[src/rtl/seg7_pkg.sv]
// Shared seven-segment constants for the display blocks.
// Segment vectors are {a,b,c,d,e,f,g} with a in bit 6, all active-low.
package seg7_pkg;

  localparam logic [6:0] SEG_OFF = 7'b1111111;

  // Indexed by nibble value 0..F.
  localparam logic [6:0] SEG_HEX [16] = '{
    7'b0000001, 7'b1001111, 7'b0010010, 7'b0000110,
    7'b1001100, 7'b0100100, 7'b0100000, 7'b0001111,
    7'b0000000, 7'b0000100, 7'b0001000, 7'b1100000,
    7'b0110001, 7'b1000010, 7'b0110000, 7'b0111000
  };

endpackage

[src/rtl/seg7_hex_decode.sv]
// Combinational hex nibble to active-low seven-segment pattern.
module seg7_hex_decode
  import seg7_pkg::*;
(
  input  logic [3:0] nibble,
  output logic [6:0] seg
);

  assign seg = SEG_HEX[nibble];

endmodule

[src/rtl/seg7_scan_display.sv]
// Time-multiplexed DIGITS-wide hex display driver with blank gap, per-digit
// blanking/decimal point and frame-coherent load/pending update.
module seg7_scan_display
  import seg7_pkg::*;
#(
  parameter int unsigned DIGITS       = 4,
  parameter int unsigned SLOT_CYCLES  = 100000,
  parameter int unsigned BLANK_CYCLES = 1
) (
  input  logic                  clk,
  input  logic                  rst_n,
  input  logic                  load,
  input  logic [4*DIGITS-1:0]   value,
  input  logic [DIGITS-1:0]     blank_mask,
  input  logic [DIGITS-1:0]     dp_mask,
  output logic [DIGITS-1:0]     an,
  output logic [6:0]            seg,
  output logic                  dp,
  output logic                  pending
);

  localparam int unsigned CW = (SLOT_CYCLES > 1) ? $clog2(SLOT_CYCLES) : 1;
  localparam int unsigned IW = (DIGITS > 1) ? $clog2(DIGITS) : 1;
  localparam logic [CW-1:0] CNT_LAST = CW'(SLOT_CYCLES - 1);
  localparam logic [IW-1:0] IDX_LAST = IW'(DIGITS - 1);

  logic [CW-1:0]       cnt_q;
  logic [IW-1:0]       idx_q;
  logic [4*DIGITS-1:0] value_pnd_q, value_act_q;
  logic [DIGITS-1:0]   blank_pnd_q, blank_act_q;
  logic [DIGITS-1:0]   dp_pnd_q, dp_act_q;
  logic                pending_q;

  logic                slot_end, frame_end, dark;
  logic [3:0]          nibble;
  logic [6:0]          seg_dec, seg_d;
  logic [DIGITS-1:0]   an_d;
  logic                dp_d;

  assign slot_end  = (cnt_q == CNT_LAST);
  assign frame_end = slot_end && (idx_q == IDX_LAST);
  assign nibble    = value_act_q[{idx_q, 2'b00} +: 4];

  seg7_hex_decode u_dec (
    .nibble (nibble),
    .seg    (seg_dec)
  );

  // The first BLANK_CYCLES of every slot keep all anodes off against ghosting.
  assign dark = (32'(cnt_q) < BLANK_CYCLES) || blank_act_q[idx_q];

  always_comb begin
    an_d = '1;
    if (!dark) an_d[idx_q] = 1'b0;
    seg_d = dark ? SEG_OFF : seg_dec;
    dp_d  = dark | ~dp_act_q[idx_q];
  end

  always_ff @(posedge clk) begin
    if (!rst_n) begin
      cnt_q       <= '0;
      idx_q       <= '0;
      value_pnd_q <= '0;
      value_act_q <= '0;
      blank_pnd_q <= '0;
      blank_act_q <= '0;
      dp_pnd_q    <= '0;
      dp_act_q    <= '0;
      pending_q   <= 1'b0;
      an          <= '1;
      seg         <= SEG_OFF;
      dp          <= 1'b1;
    end else begin
      if (slot_end) begin
        cnt_q <= '0;
        idx_q <= (idx_q == IDX_LAST) ? '0 : idx_q + 1'b1;
      end else begin
        cnt_q <= cnt_q + 1'b1;
      end

      if (load) begin
        value_pnd_q <= value;
        blank_pnd_q <= blank_mask;
        dp_pnd_q    <= dp_mask;
      end

      // A load in the boundary cycle bypasses the pending stage.
      if (frame_end) begin
        if (load) begin
          value_act_q <= value;
          blank_act_q <= blank_mask;
          dp_act_q    <= dp_mask;
        end else begin
          value_act_q <= value_pnd_q;
          blank_act_q <= blank_pnd_q;
          dp_act_q    <= dp_pnd_q;
        end
        pending_q <= 1'b0;
      end else if (load) begin
        pending_q <= 1'b1;
      end

      an  <= an_d;
      seg <= seg_d;
      dp  <= dp_d;
    end
  end

  assign pending = pending_q;

endmodule

[config.mk]
export PLATFORM = sky130hd
export DESIGN_NAME = seg7_scan_display
export DESIGN_NICKNAME = d
export VERILOG_FILES = /design/src/rtl/seg7_pkg.sv /design/src/rtl/seg7_hex_decode.sv /design/src/rtl/seg7_scan_display.sv
export SDC_FILE = /design/constraint.sdc
export NUM_CORES = 1
export LEC_CHECK = 0
export CAP_MARGIN = 10
export CORE_MARGIN = 2
export CORE_UTILIZATION = 55
export DETAILED_ROUTE_END_ITERATION = 12
export PLACE_DENSITY = 0.76
export SKIP_CTS_REPAIR_TIMING = 1
export SYNTH_ARGS = -nofsm -noshare
export SYNTH_HDL_FRONTEND = slang
export SYNTH_SLANG_ARGS = --single-unit
[constraint.sdc]
create_clock -name clk -period 2.7 [get_ports clk]
set_input_delay 0.54 -clock clk [delete_from_list [all_inputs] [get_ports clk]]
set_output_delay 0.54 -clock clk [all_outputs]
set_load 0.01 [all_outputs]
Word level (Yosys, flattened, before mapping):

Memory sizes are Yosys's and may differ from the RTL's. A register that Yosys moved wholly into a read port is not among the register bits.
Index checks and enable logic that the tools add are counted.
Widths: inputs -> output; s select.

* shifts and indexed selects: 1
* reduce and logical (&&, ||, !) cells: 6
* magnitude comparators: 3
* $add $sub $neg: 2
* muxes and demuxes: 10
* equality and inequality tests: 2
* bitwise operators: 5

Operators by type and width (count)
* $add 17x1->17 const B: 1
* $eq 17x17->1 const B: 1
* $lt 17x1->1 const B: 1
* $mux 16: 1
* $shiftx 16x5->4: 1
* $mux 4: 2
* $reduce_or 2->1: 3
* $not 4->5: 1
* $bmux 1 s2: 2
* $not 4->4: 1
* $lt 2x3->1 const B: 1
* $mux 1: 3
* $add 2x1->2 const B: 1
* $demux 1 s2: 1
* $eq 2x2->1 const B: 1
* $ge 2x1->1 const B: 1
* $logic_and 1x1->1: 2
* $mux 2: 1
* $not 1->1: 2
* $logic_or 1x1->1: 1
* $or 1x1->1: 1

* memories kept: 1
* memory bits (read-only): 112
* word-level logic and storage cells: 41
* register bits after elaboration: 73
* input port bits: 27

Memory list
* (no name shown): words 16, width 7, rd ports 1, clocked after Yosys merged registers in 1, write ports 0, line seg7_hex_decode.sv:9 `assign seg = SEG_HEX[nibble];`

Depth between registers and ports, before layout:

Gate-level depths: netlist of the first run.

* depth after elaboration: 5
* depth in mapped cells: 7
* depth with buffers taken out: 6

Modules after synthesis:

A second synthesis of the first run with hierarchy kept.

* cell total of the unflattened synthesis: 340
* area total of the unflattened synthesis: 3562.2 µm²

Modules (own cells, without submodules)
* seg7_scan_display: seq. area each 1601.5 µm², instances 1, cells an instance 304, area an instance 3309.4 µm²
* seg7_hex_decode: seq. area each 0.0 µm², instances 1, cells an instance 36, area an instance 252.7 µm²

Worst setup path after synthesis of the first run:

OpenSTA, ideal clock, no wires.

* path kind: flip-flop to flip-flop
* start point: register idx_q[0]
* end point: register seg[3]
* clock period less this slack: 1.989 ns
* cell stages (with the launch flop): 7
* path slack: 0.711 ns
* path buffers: 1
* required time: 2.574 ns
* arrival time: 1.864 ns
* cell sequence: dfxtp_1 > buf_2 > mux4_2 > ha_1 > or2_2 > a21oi_1 > o21ai_0

* longest elaborated chain between the ends: 4
* elaborated cells between the ends (all ways): 6

RTL lines
* from (decl): line seg7_scan_display.sv:28 `logic [IW-1:0] idx_q;`
* from (signal assigned): line seg7_scan_display.sv:76 `idx_q <= (idx_q == IDX_LAST) ? '0 : idx_q + 1'b1;`
* branches (longest 4 deep; another with $shiftx 16x5->4)
* to (decl): line seg7_scan_display.sv:17 `output logic [6:0] seg,`

Several ways; the timed one is not identified. The select of a mux whose other input is x is not followed.
A chain may end at the register's enable or synchronous reset.

Final worst setup path of the first run:

* start point: register idx_q[0]
* end point: register seg[4]

Same word-level chain as after synthesis.

==> results.py, run 1 <==
metrics = {
    "run_status": {
        "outcome": "complete, no violations",
    },
    "synthesis": {
        "yosysMostFrequentCell": "dfxtp_1",
        "ys_types": 43,
        "yosys-top-cells-area": "dfxtp_1, mux2_2, mux2i_1, mux4_2, and2_1",
        "synthCells": 335,
        "synth_seq_cells": 80,
        "synthFlopType": "dfxtp_1",
        "async_flop_share_pct": 0,
        "avgSynthCellArea_um2": 10.3,
        "synth_area_leader_cell": "dfxtp_1",
        "synth_top_cell_area_share_pct": 46.3,
        "synth_common_cells": "dfxtp_1, nor2_1, and2_1, mux2_2, mux2i_1",
        "yosys_warnings": 0,
        "synth_area_um2": 3460,
        "synth-edff-count": 0,
        "ys_seq_area_share_pct": 46.3,
        "syn_nets": 373,
    },
    "worst_setup_path": {
        "worst-setup-path-type": "reg -> reg",
        "worstPathArrival_ns": 2.28,
        "worstPathRequired_ns": 2.92,
        "startpoint_type": "register",
        "end_kind": "register",
        "crit_path_max_fanout": 12,
    },
    "final_layout": {
        "ff_latch_area_um2": 1600,
        "antennaDiodeCount": 0,
        "area_growth_syn_to_layout_pct": 20.5,
        "drive_gt1_share_pct": 17.1,
        "fin_cells": 456,
        "design_area_um2": 4170,
        "postLayoutCoreUtil_pct": 69.6,
        "multi_input_area_um2": 1740,
        "nFillCells": 469,
        "nets": 415,
    },
    "timing": {
        "fin_crit_ns": 2.06,
        "worst_pin_slew_ns": 0.351,
        "setup_ws_ns": 0.643,
        "hold_viol": 0,
        "fin_setup_tns_ns": 0,
        "fin_skew_ns": 0.0105,
        "hold-worst-slack_ns": 0.500,
        "slew_violations": 0,
        "slew_headroom_pct": 76.6,
        "rsz0062_at_grt": "no",
        "fmax_ghz": 0.486,
        "setup_viol": 0,
        "final.period_utilization_pct": 76.2,
    },
    "placed_design": {
        "placed_area_um2": 3940,
        "hpwl_um": 4590,
        "gp_congestion": 0.849,
        "post-place-ws_ns": 0.631,
        "port_buffers": 39,
        "dpl.cell_count": 441,
    },
    "floorplanning": {
        "rows": 28,
        "coreArea_um2": 5990,
        "die_area_um2": 6940,
        "start_util_pct": 57.7,
        "die-height_um": 83.3,
        "io_pins": 40,
        "die_w_um": 83.3,
    },
    "pwr": {
        "combPwrFrac_pct": 6.6,
        "ir_drop_v": 0.000429,
        "seqPwrFrac_pct": 50.5,
        "p_leak_nw": 1.69,
        "clockPowerShare_pct": 42.9,
        "internal_power_mw": 1.92,
        "power_switching_uw": 519,
        "power.density_nw_per_um2": 584,
        "total_power_mw": 2.44,
        "switching_share_pct": 21.3,
    },
    "drt": {
        "dr.pass1.iters": 4,
        "vias_per_cell": 5.36,
        "drt-total-wl_um": 6600,
        "drt_iter0_markers": 130,
        "drc": 0,
        "antenna_left": 0,
        "routedWlPerCell_um": 14.5,
        "vias": 2443,
    },
    "flow_run": {
        "maxCapViolations": 0,
    },
    "clock_tree": {
        "h-tree-depth": 3,
        "cts_buffer_depth": 2,
        "path_clk_slew_ns": 0.08,
        "cts_made_buffers": 9,
        "clock_latency_ns": 0.35,
        "cts-root-buf": "clkbuf_8",
        "clock-sinks": 80,
        "cts_tree": "done",
    },
    "min_path": {
        "hold_path_class": "reg -> reg",
    },
    "global_routing": {
        "grt_remaining_overflow": 0,
        "antenna_found_initial": 0,
        "grt_use_total_pct": 20.2,
        "grt_max_degree": 27,
        "grt_pass1_wl_um": 11300,
        "first_global_vias": 2395,
    },
}
-- cell usage in the layout (no fill, tap or decap), drive strengths merged, types with 2 or more instances in the layout --
master         count
dfxtp             80
xor2               7
or3                4
nand2             13
and2              25
and3               2
a21oi              7
o21ai             10
clkbuf            10
clkdlybuf4s50     39
inv               12
and4               2
nor2              38
mux2i             24
mux4               7
mux2              25
or4                4
nor4               3
o21a               2
buf                9
nand4              5
nor3               5
o211ai             4
bufinv             3
xnor2              8
nor3b              2
ha                11
nand3             12
-- critical path, stage by stage, from the launching register on --
cell      delay, ns
dfxtp_1        0.52
buf_4          0.21
mux4_2         0.50
a311oi_1       0.33
buf_4          0.24
o221ai_1       0.12
-- power groups by stage --
stage / logic, mW / clock network (mW) / registers, mW
after floorplan: 0.0734 / 0 / 1.26
after detailed placement: 0.162 / 0 / 1.26
final: 0.161 / 1.05 / 1.23
after global placement: 0.160 / 0 / 1.26
after global routing: 0.175 / 1.11 / 1.23
after CTS: 0.163 / 1.06 / 1.23
-- area by class of cell --
class / instances / area share, %
Multi-Input combinational cell: 226 / 41.7
Sequential cell: 80 / 38.4
Timing Repair Buffer: 48 / 11.0
Clock buffer: 10 / 3.06
Clock inverter: 5 / 2.55
Tap cell: 75 / 2.25
Inverter: 12 / 1.08
-- flip-flops by register name, indices dropped and copies added, names as in the netlist --
name         count
an               4
blank_act_q      4
blank_pnd_q      4
cnt_q           17
dp               1
dp_act_q         4
dp_pnd_q         4
idx_q            2
pending          1
seg              7
value_act_q     16
value_pnd_q     16
-- kinds of logic (layout without fill, tap and decap cells) --
group | Yosys count | in the layout | synth area share [%]
mux | 56 | 56 | 19.6
flops | 80 | 80 | 46.3
fa+ha+maj | 11 | 11 | 3.98
compound gates | 27 | 27 | 4.78
buf+inv | 29 | 75 | 3.47
simple gates | 117 | 117 | 18.0
xor+xnor | 15 | 15 | 3.80
-- final timing paths --
| path | from | end | slack [ns] | cells past startpoint |
|---|---|---|---|---|
| min reg2reg | cnt_q[0] | cnt_q[0] | 0.50 | 1 |
| max | idx_q[0] | seg[4] | 0.64 | 5 |
| min | cnt_q[0] | cnt_q[0] | 0.50 | 1 |
| max reg2reg | idx_q[0] | seg[4] | 0.64 | 5 |
-- per-layer routing --
layer	track usage, %	wire, um
met4	8.94	123
met1	28.2	3320
met5	0	0
met2	30.1	2920
met3	4.17	237
Note: power is estimated with default switching activity, not from simulation.
==> run 2, diff against run 1 <==
Clock period 2.7 ns to 2.11 ns, I/O delays scaled along.
==> run 2 against run 1 <==
Clock power hardly changed. Largest power group unchanged. Count of clock-buffer cells in the layout is 1 lower. Cell count is 0.44% higher. Wire length is 1.8% lower. Worst setup slack worse by 0.47 ns. Fmax is 6.4% higher. Clock skew is 0.0032 ns higher. Sequential share of layout area is 0.16 points higher. Utilization is 0.29 points lower. Critical path depth stayed put. Die area stayed put. Largest cell class unchanged.
==> results.py, run 2 (synthesis gave the netlist of run 1 again) <==
metrics = {
    "final_layout": {
        "drive_gt1_share_pct": 17.8,
        "multi_input_area_um2": 1740,
        "nFillCells": 453,
        "postLayoutCoreUtil_pct": 69.3,
        "top_register": "cnt_q",
        "design_area_um2": 4150,
        "layout_commonest_cell": "dfxtp_1",
        "reg_top3": "cnt_q (17), value_act_q (16), value_pnd_q (16)",
        "largest_reg_flops": 17,
        "antennaDiodeCount": 0,
        "nets": 416,
        "ff_latch_area_um2": 1600,
        "area_growth_syn_to_layout_pct": 20.0,
        "layout_common_cells": "dfxtp_1, clkdlybuf4s50_1, nor2_1",
        "fin_cells": 458,
    },
    "clock_tree": {
        "cts_tree": "done",
        "clock_latency_ns": 0.35,
        "clock-sinks": 80,
        "cts_made_buffers": 9,
        "path_clk_slew_ns": 0.08,
        "h-tree-depth": 3,
        "cts_buffer_depth": 2,
        "cts-root-buf": "clkbuf_8",
    },
    "timing": {
        "final.period_utilization_pct": 91.6,
        "fmax_ghz": 0.517,
        "fin_crit_ns": 1.93,
        "fin_skew_ns": 0.0137,
        "worst_pin_slew_ns": 0.349,
        "fin_setup_tns_ns": 0,
        "hold_viol": 0,
        "setup_viol": 0,
        "rsz0062_at_grt": "no",
        "slew_headroom_pct": 76.5,
        "slew_violations": 0,
    },
    "pwr": {
        "total_power_mw": 2.84,
        "internal_power_mw": 2.13,
        "power.density_nw_per_um2": 685,
        "clockPowerShare_pct": 37.2,
        "switching_share_pct": 25.3,
        "ir_drop_v": 0.000480,
        "power_switching_uw": 718,
        "p_leak_nw": 1.69,
        "combPwrFrac_pct": 7.5,
        "seqPwrFrac_pct": 55.3,
    },
    "drt": {
        "routedWlPerCell_um": 14.2,
        "antenna_left": 0,
        "drc": 0,
        "drt-total-wl_um": 6480,
        "vias_per_cell": 5.34,
        "drt_iter0_markers": 91,
        "dr.pass1.iters": 4,
        "vias": 2445,
    },
    "floorplanning": {
        "io_pins": 40,
        "die_w_um": 83.3,
        "die_area_um2": 6940,
        "rows": 28,
        "die-height_um": 83.3,
        "start_util_pct": 57.7,
        "coreArea_um2": 5990,
    },
    "placed_design": {
        "hpwl_um": 4490,
        "gp_congestion": 0.860,
        "placed_area_um2": 3970,
        "port_buffers": 39,
        "dpl.cell_count": 442,
    },
    "run_status": {
        "outcome": "complete, no violations",
    },
    "worst_setup_path": {
        "reg2reg_slack_ns": 0.18,
        "end_kind": "register",
        "crit-reg2reg-launch": "cnt_q[0]",
        "cp_cell_sequence": "ha_1 > nand4_2 > or4_4 > or3_1 > a21oi_1",
        "worstPathArrival_ns": 2.21,
        "crit_path_max_fanout": 5,
        "startpoint_type": "register",
        "critPathMaxStageDelay_ns": 0.57,
        "r2r_end": "cnt_q[16]",
        "worstPathRequired_ns": 2.39,
        "critPathSlowestCell": "or4_4",
        "worst-setup-path-type": "reg -> reg",
        "rr_worst_depth": 5,
    },
    "global_routing": {
        "grt_use_total_pct": 19.6,
        "grt_pass1_wl_um": 11000,
        "antenna_found_initial": 0,
        "first_global_vias": 2294,
        "grt_remaining_overflow": 0,
        "grt_max_degree": 27,
    },
    "min_path": {
        "hold_path_class": "reg -> reg",
        "hold_path_end": "cnt_q[0]",
        "hp-start": "cnt_q[0]",
        "min_path_cells": 1,
    },
    "flow_run": {
        "maxCapViolations": 0,
    },
}
-- run 2: cell types whose count changed in the layout (fill, tap and decap cells not counted), sizes merged --
cell / previous run / this run
inv: 12 / 17
buf: 9 / 10
clkbuf: 10 / 9
bufinv: 3 / 0
-- run 2: layout make-up --
| cell class | instances | area share, % |
|---|---|---|
| Clock buffer | 9 | 2.98 |
| Sequential cell | 80 | 38.6 |
| Timing Repair Buffer | 49 | 11.8 |
| Clock inverter | 7 | 1.45 |
| Tap cell | 75 | 2.26 |
| Inverter | 12 | 1.08 |
| Multi-Input combinational cell | 226 | 41.8 |
-- run 2: how the worst max path moves through the flow --
stage	startpoint	endpoint	slack [ns]	depth (start not counted)
5_1_grt	idx_q[0]	seg[4]	0.04	5
2_1_floorplan	idx_q[0]	seg[3]	0.12	6
6_report	cnt_q[0]	cnt_q[16]	0.18	5
3_5_place_dp	idx_q[0]	seg[4]	0.18	5
4_1_cts	idx_q[0]	seg[4]	0.17	5
3_3_place_gp	idx_q[0]	seg[4]	0.19	5
-- run 2: power groups by stage --
stage	clock (mW)	sequential, mW	combinational (mW)
2_1_floorplan	0	1.61	0.0939
3_3_place_gp	0	1.61	0.210
3_5_place_dp	0	1.61	0.213
4_1_cts	1.07	1.57	0.214
5_1_grt	1.14	1.58	0.230
6_report	1.06	1.57	0.212
-- run 2: routing by layer --
| metal | track usage (%) | up-vias | wire [um] |
|---|---|---|---|
| li1 | - | 1250 | - |
| met2 | 28.3 | 51 | 2710 |
| met1 | 28.5 | 1134 | 3430 |
| met3 | 3.98 | 10 | 233 |
| met4 | 8.20 | 0 | 109 |
| met5 | 0 | - | 0 |
-- run 2: worst max-delay path: cells and delay by family, from the launching register on --
| kind | cells | cell delay [ns] |
|---|---|---|
| AND/OR/NAND/NOR | 3 | 1.07 |
| flip-flops | 1 | 0.40 |
| adder cells (fa/ha/maj) | 1 | 0.26 |
| AO/OA/AOI/OAI | 1 | 0.14 |
-- run 2: metrics by stage --
step | hold slack (ns) | setup slack (ns)
floorplan | 0.433 | 0.121
global placement | 0.448 | 0.193
detailed placement | 0.473 | 0.177
CTS | 0.492 | 0.170
global route | 0.517 | 0.0356
finish | 0.489 | 0.177
==> run 3, diff against run 2 <==
Settings changed: CORE_ASPECT_RATIO set to 2, CORE_UTILIZATION 55 to 59, DONT_BUFFER_PORTS set to 1, PLACE_DENSITY 0.76 to 0.72.
==> run 3 against run 2 <==
Utilization is 2.2 points lower. Sequential power about the same. Fmax up 0.26%. Flip-flop and latch count unchanged. Wire length decreased by 2.3%. Via count fell by 6.3%. Combinational power decreased by 55%.
==> results.py, run 3 (synthesis gave the netlist of run 1 again) <==
metrics = {
    "clock_tree": {
        "cts_tree": "done",
        "clock_latency_ns": 0.34,
        "cts_made_buffers": 9,
        "path_clk_slew_ns": 0.05,
        "cts-root-buf": "clkbuf_16",
        "clock-sinks": 80,
        "h-tree-depth": 3,
        "cts_buffer_depth": 2,
    },
    "placed_design": {
        "hpwl_um": 4470,
        "gp_congestion": 0.806,
        "port_buffers": 0,
        "dpl.cell_count": 388,
    },
    "pwr": {
        "power.density_nw_per_um2": 855,
        "ir_drop_v": 0.000770,
        "p_leak_nw": 1.58,
    },
    "worst_setup_path": {
        "critPathMaxStageDelay_ns": 0.60,
        "worstPathRequired_ns": 2.33,
        "crit-reg2reg-launch": "idx_q[0]",
        "crit_buf_inv": 0,
        "end_kind": "register",
        "cp_cell_sequence": "mux4_2 > ha_1 > or2_2 > a21oi_1 > o21ai_0",
        "critPathSlowestCell": "mux4_2",
        "startpoint_type": "register",
        "rr_worst_depth": 5,
        "crit_family": "multiplexers",
        "worstPathArrival_ns": 2.15,
        "path_depth": 5,
        "crit_path_start": "idx_q[0]",
        "worst-setup-path-type": "reg -> reg",
        "crit_path_max_fanout": 5,
    },
    "final_layout": {
        "top_register": "cnt_q",
        "layout_commonest_cell": "dfxtp_1",
        "reg_top3": "cnt_q (17), value_act_q (16), value_pnd_q (16)",
        "antennaDiodeCount": 0,
        "largest_reg_flops": 17,
        "drive_gt1_share_pct": 18.7,
        "layout_common_cells": "dfxtp_1, nor2_1, and2_1, mux2_2, mux2i_1",
        "area_growth_syn_to_layout_pct": 10.7,
        "fin_cells": 403,
        "postLayoutCoreUtil_pct": 67.1,
        "nets": 376,
    },
    "drt": {
        "routedWlPerCell_um": 15.7,
        "antenna_left": 0,
        "vias_per_cell": 5.68,
        "vias": 2290,
        "drt-total-wl_um": 6330,
        "dr.pass1.iters": 4,
        "drc": 0,
        "drt_iter0_markers": 69,
    },
    "floorplanning": {
        "coreArea_um2": 5710,
        "rows": 39,
        "die-height_um": 112,
        "die_w_um": 58.1,
        "start_util_pct": 60.6,
        "die_area_um2": 6530,
        "io_pins": 40,
    },
    "timing": {
        "fin_setup_tns_ns": 0,
        "slew_violations": 0,
        "fin_crit_ns": 1.93,
        "fmax_ghz": 0.519,
        "fin_skew_ns": 0.00495,
        "hold-worst-slack_ns": 0.232,
        "final.period_utilization_pct": 91.4,
        "setup_viol": 0,
        "rsz0062_at_grt": "no",
        "slew_headroom_pct": 67.8,
        "worst_pin_slew_ns": 0.483,
        "hold_viol": 0,
    },
    "global_routing": {
        "first_global_vias": 2288,
        "antenna_found_initial": 0,
        "grt_pass1_wl_um": 10700,
        "grt_remaining_overflow": 0,
        "grt_max_degree": 29,
        "grt_use_total_pct": 21.9,
    },
    "min_path": {
        "hold_path_class": "in -> reg",
        "min_path_cells": 1,
        "hp-start": "load",
    },
    "flow_run": {
        "maxCapViolations": 0,
    },
    "run_status": {
        "outcome": "complete, no violations",
    },
}
==> run 3: stage by stage <==
step           setup WS (ns)  total power [mW]  cell area (um^2)
3_3_place_gp           0.221              1.71              3530
4_1_cts                0.182              3.30              3830
3_5_place_dp           0.193              1.72              3530
5_1_grt               0.0515              3.37              3830
6_report               0.182              3.27              3830
2_1_floorplan          0.121              1.71              3460
==> run 3: path summary, 6_finish.rpt <==
| path | to | slack (ns) |
|---|---|---|
| worst min register to register | cnt_q[0] | 0.48 |
| worst min-delay path | pending | 0.23 |
| worst max register to register | seg[3] | 0.18 |
| worst max-delay path | seg[3] | 0.18 |
==> run 3: layer usage <==
layer / track usage, % / share of wire, % / wire [um] / up-vias
met5: 0 / 0 / 0 / -
met4: 16.6 / 4.4 / 276 / 0
met3: 3.57 / 3.5 / 221 / 17
met2: 36.6 / 53 / 3350 / 44
met1: 23.8 / 39 / 2490 / 1069
li1: - / - / - / 1160
==> run 3: power breakdown <==
group | switching, mW | internal [mW] | total, mW
registers | 0.0252 | 1.56 | 1.58
logic | 0.0511 | 0.0452 | 0.0963
clock network | 0.569 | 1.02 | 1.59
total | 0.645 | 2.63 | 3.27
==> run 3: final cells by class <==
type | count | area (um^2)
fillers | 456 | 1880
multi-input cells | 226 | 1740
flip-flops and latches | 80 | 1600
clock buffers | 11 | 233
well taps | 61 | 76.3
clock inverters | 4 | 70.1
repair buffers | 9 | 67.6
inverters | 12 | 45.0
